===== src/rtl/fwd_scoreboard.sv =====
// Operand-forwarding and load-use hazard unit: tracks in-flight writers over DEPTH post-issue stages.
// Latency: fwd_sel/src_data/stall are combinational (zero cycle) from tracked state and src inputs.
// Backpressure: stall or hold deasserts issue_ack; a stall shifts a bubble into stage 1, hold freezes all.
//
// Ports: clk/rst_n (synchronous active-low reset); issue_* describe the instruction at issue;
//   src_addr/src_use/src_rfdata give per-operand register address, use flag and regfile data;
//   stage_wdata carries the result held in stage k (slice k-1); hold freezes, flush kills writers;
//   fwd_sel/src_data give per-operand select (0 = regfile, k = stage k) and resolved data;
//   stall and issue_ack gate the issue stage.
// Optional: define FWD_STATS_EN to add stat_stall/stat_fwd saturating 32-bit event counters.
module fwd_scoreboard #(
  parameter int XLEN       = 32,
  parameter int NUM_SRC    = 2,
  parameter int DEPTH      = 3,
  parameter int LOAD_READY = 2
) (
  input  logic                    clk,
  input  logic                    rst_n,
  input  logic                    issue_valid,
  input  logic                    issue_we,
  input  logic [4:0]              issue_rd,
  input  logic                    issue_load,
  input  logic [NUM_SRC*5-1:0]    src_addr,
  input  logic [NUM_SRC-1:0]      src_use,
  input  logic [NUM_SRC*XLEN-1:0] src_rfdata,
  input  logic [DEPTH*XLEN-1:0]   stage_wdata,
  input  logic                    hold,
  input  logic                    flush,
  output logic [NUM_SRC*2-1:0]    fwd_sel,
  output logic [NUM_SRC*XLEN-1:0] src_data,
  output logic                    stall,
  output logic                    issue_ack
`ifdef FWD_STATS_EN
  ,
  output logic [31:0]             stat_stall,
  output logic [31:0]             stat_fwd
`endif
);

  // The select field is 2 bits wide, so at most three stages can be named.
  generate
    if (DEPTH < 1 || DEPTH > 3) begin : g_bad_depth
      $error("fwd_scoreboard: DEPTH must be in 1..3");
    end
    if (LOAD_READY < 1 || LOAD_READY > DEPTH) begin : g_bad_load_ready
      $error("fwd_scoreboard: LOAD_READY must be in 1..DEPTH");
    end
  endgenerate

  // Tracked writer per stage; index 1 is the youngest (one cycle after issue).
  logic       v_q  [1:DEPTH];
  logic       we_q [1:DEPTH];
  logic [4:0] rd_q [1:DEPTH];
  logic       ld_q [1:DEPTH];

  logic            hit;
  logic [1:0]      hit_k;
  logic            hit_early;
  logic [XLEN-1:0] hit_data;
  logic            any_fwd;

  // Per operand, scan oldest to youngest so the youngest match is the one left standing.
  always_comb begin
    fwd_sel   = '0;
    src_data  = src_rfdata;
    stall     = 1'b0;
    any_fwd   = 1'b0;
    hit       = 1'b0;
    hit_k     = 2'd0;
    hit_early = 1'b0;
    hit_data  = '0;
    for (int i = 0; i < NUM_SRC; i++) begin
      hit       = 1'b0;
      hit_k     = 2'd0;
      hit_early = 1'b0;
      hit_data  = '0;
      for (int k = DEPTH; k >= 1; k--) begin
        if (src_use[i] && v_q[k] && we_q[k] &&
            (rd_q[k] == src_addr[i*5 +: 5]) && (rd_q[k] != 5'd0)) begin
          hit       = 1'b1;
          hit_k     = 2'(k);
          hit_early = ld_q[k] && (k < LOAD_READY);
          hit_data  = stage_wdata[(k-1)*XLEN +: XLEN];
        end
      end
      if (hit && hit_early) begin
        // Load data not yet on the bus: hold the consumer, report regfile select.
        stall = 1'b1;
      end else if (hit) begin
        fwd_sel[i*2 +: 2]     = hit_k;
        src_data[i*XLEN +: XLEN] = hit_data;
        any_fwd               = 1'b1;
      end
    end
  end

  assign issue_ack = issue_valid && !stall && !hold;

  always_ff @(posedge clk) begin
    if (!rst_n) begin
      for (int k = 1; k <= DEPTH; k++) begin
        v_q[k]  <= 1'b0;
        we_q[k] <= 1'b0;
        rd_q[k] <= 5'd0;
        ld_q[k] <= 1'b0;
      end
    end else if (flush) begin
      // Redirect: every tracked writer and any concurrent issue is dropped.
      for (int k = 1; k <= DEPTH; k++) begin
        v_q[k] <= 1'b0;
      end
    end else if (!hold) begin
      for (int k = DEPTH; k >= 2; k--) begin
        v_q[k]  <= v_q[k-1];
        we_q[k] <= we_q[k-1];
        rd_q[k] <= rd_q[k-1];
        ld_q[k] <= ld_q[k-1];
      end
      // A stalled issue lands here as v=0, i.e. a bubble.
      v_q[1]  <= issue_ack;
      we_q[1] <= issue_we;
      rd_q[1] <= issue_rd;
      ld_q[1] <= issue_load;
    end
  end

`ifdef FWD_STATS_EN
  // Event counters survive flush; they only clear on reset and stick at all-ones.
  always_ff @(posedge clk) begin
    if (!rst_n) begin
      stat_stall <= '0;
      stat_fwd   <= '0;
    end else begin
      if (stall && issue_valid && !hold && (stat_stall != 32'hFFFF_FFFF)) begin
        stat_stall <= stat_stall + 32'd1;
      end
      if (issue_ack && any_fwd && (stat_fwd != 32'hFFFF_FFFF)) begin
        stat_fwd <= stat_fwd + 32'd1;
      end
    end
  end
`endif

endmodule

===== config.mk =====
export PLATFORM = sky130hd
export DESIGN_NAME = fwd_scoreboard
export DESIGN_NICKNAME = d
export VERILOG_FILES = /design/src/rtl/fwd_scoreboard.sv
export SDC_FILE = /design/constraint.sdc
export NUM_CORES = 1
export LEC_CHECK = 0
export ABC_CLOCK_PERIOD_IN_PS = 5850
export BUFFER_PORTS_ARGS = -buffer_cell sky130_fd_sc_hd__buf_2
export CAP_MARGIN = 20
export CORE_AREA = 2 2 98 100
export CTS_BUF_LIST = sky130_fd_sc_hd__clkbuf_8 sky130_fd_sc_hd__clkbuf_16
export DETAILED_ROUTE_END_ITERATION = 8
export DIE_AREA = 0 0 100 102
export GPL_TIMING_DRIVEN = 1
export HOLD_SLACK_MARGIN = 0.15
export PLACE_DENSITY_LB_ADDON = 0.3
export SETUP_SLACK_MARGIN = 0.4
export SYNTH_ARGS = -nofsm -noshare
export SYNTH_HDL_FRONTEND = slang
export SYNTH_SLANG_ARGS = --single-unit

===== constraint.sdc =====
create_clock -name clk -period 5.85 [get_ports clk]
set_input_delay 0.585 -clock clk [delete_from_list [all_inputs] [get_ports clk]]
set_output_delay 0.585 -clock clk [all_outputs]
set_load 0.05 [all_outputs]

==> flow_metrics.tcl <==
set metrics [dict create \
    worst_skew_pair.late_latency_ns 0.26 \
    status "finished, final reports clean" \
    grt_pass1_wl_um 21800 \
    post_cts_buffers 0 \
    critPathRequiredTime_ns 5.27 \
    cp_max_fo 47 \
    synthFlopType "edfxtp_1" \
    mappedNetlistNets 626 \
    ios 254 \
    synth_edf_count 22 \
    clk_pin_slew_ns 0.08 \
    hold_viol_final 0 \
    max_cap_violations 0 \
    core_area_um2 9110 \
    die_area_um2 10200 \
    syn_area_per_cell_um2 7.63 \
    drc_errors 0 \
    grt_usage_pct 27.0 \
    hpwl_um 11200 \
    cts.sinks 22 \
    finalWirelength_um 14600 \
    crit_path_end_kind "output port" \
    antenna_found_initial 7 \
    routed_via_density 5.63 \
    slew-limit-headroom_pct 45.5 \
    htreeDepth 1 \
    fin_ws_ns 1.79 \
    path_class "reg2out" \
    synth_cell_type_count 42 \
    netlist_instances 442 \
    place_congestion 0.903 \
    final_common_cell "buf_2" \
    rows 35 \
    layout-drive-gt1-share_pct 42.0 \
    cts_buffers 3 \
    final_max_slew_viol_count 0 \
    io_buffers 253 \
    post_cts_resize_count 0 \
    vias 4405 \
    fill_cells 910 \
    die_h_um 102 \
    vdd_drop_max_uv 134 \
    firstDrtPassIters 4 \
    wl_met3_um 1050 \
    met2_length_um 7310 \
    synthArstFlopShare_pct 0 \
    post-route-util_pct 52.1 \
    leakage_nw 2.29 \
    highest_layer "met4" \
    max_slew.worst_pin.slew_ns 0.816 \
    cts_buffer_depth 2 \
    setup_violations 0 \
    powerDensity_nw_per_um2 126 \
    final_cell_mix "253 x buf_2, 51 x nand2_1, 33 x nand3_1, 26 x xnor2_1, 26 x nor2_1" \
    power_w 0.000600 \
    grt_max_degree 68 \
    synth_area_um2 3370 \
    yosys_warnings 0 \
    cts_tree "yes" \
    clock-root-buffer "clkbuf_8" \
    nets 849 \
    antenna_left 0 \
    wirelength_met1_um 5760 \
    ys_ff_latch 22 \
    start_util_pct 37.0 \
    preCtsSetupSlack_ns 2.05 \
    drtIter0Drc 162 \
    hold_path_class "reg2reg" \
    tns_ns 0 \
    yosysSeqAreaShare_pct 19.6 \
    cp.arrival_ns 3.48 \
    skew_ns 0.00415 \
    synthToLayoutAreaGrowth_pct 40.7 \
    rsz0062_at_grt "no" \
    fmax_mhz 246 \
    layout_min_cycle_time_ns 4.06 \
    grt_remaining_overflow 0 \
    crit_path_start_kind "flop" \
    grt_pass1_vias 4149 \
    wire_per_inst_um 18.6 \
    period_share_pct 69.5 \
    die_w_um 100 \
    cts_hold_buf 0 \
    fin_hold_ws_ns 0.589 \
]
==> synthesized netlist by cell type (8+ instances only) <==
master	n	share of area (%)
nand2_1	51	5.7
nand3_1	33	4.9
clkbuf_1	26	2.9
nor2_1	26	2.9
xnor2_1	26	6.7
a31oi_1	22	4.1
and2_1	22	4.1
edfxtp_1	22	20
a22o_1	21	5.5
mux2_1	20	6.7
a21oi_1	18	2.7
a221o_1	17	5.0
o21ai_0	17	2.5
inv_1	13	1.4
buf_2	12	1.8
nand3b_1	9	2.0
a211o_1	8	2.1
and3_1	8	1.5
==> flip-flops by register name (all words and copies together), names as in the netlist <==
| register | cells |
|---|---|
| ld_q | 1 |
| rd_q | 15 |
| v_q | 3 |
| we_q | 3 |
==> power breakdown <==
part / leakage [nW] / switching, W / internal [W] / total [W]
registers: 0.235 / 0.0000138 / 0.000184 / 0.000198
logic: 2.01 / 0.000163 / 0.0000975 / 0.000261
clock network: 0.0358 / 0.0000500 / 0.0000914 / 0.000141
==> cell families after synthesis <==
kind of cell | Yosys count | share of synthesized area [%]
muxes | 25 | 8.34
xor gates and xnor gates | 30 | 7.79
AOI/OAI and AO/OA | 140 | 31.0
DFF | 22 | 19.6
and+or+nand+nor | 169 | 25.8
buffers and inverters | 56 | 7.56
==> worst max-delay path: stages, from the launching register on <==
cell      delay, ns
edfxtp_1       0.45
or4_1          0.57
o211ai_2       0.21
nand4b_1       0.14
buf_4          0.41
mux2_2         0.75
mux2_2         0.41
buf_2          0.21
==> through the flow <==
stage	cell area, um2	std cells
final	4750	783
after global routing	4740	781
after CTS	4730	775
after detailed placement	4660	771
after global placement	4660	771
after floorplan	3370	442
==> final timing paths <==
path | cells after the start | end | start | slack [ns]
max | 7 | src_data[31] | rd_q[0][6] | 1.79
max reg2reg | 6 | v_q[0][1] | rd_q[0][7] | 3.27
min reg2reg | 1 | v_q[0][2] | v_q[0][1] | 0.59
min | 1 | v_q[0][2] | v_q[0][1] | 0.59
==> routing by layer <==
layer  vias to the layer above  global-route usage [%]
li1                       2114                       -
met4                         0                    11.2
met2                       205                    47.3
met5                         -                       0
met1                      2048                    33.1
met3                        38                    4.31
==> final cells by class <==
cell class | count | area [um2] | area share (%)
well taps | 111 | 139 | 2.92
clock inverters | 1 | 30.0 | 0.632
inverters | 13 | 48.8 | 1.03
repair buffers | 261 | 1330 | 27.9
diodes | 8 | 20.0 | 0.422
multi-input cells | 364 | 2480 | 52.3
flip-flops and latches | 22 | 661 | 13.9
clock buffers | 3 | 41.3 | 0.870
(Power assumes the default switching activity.)
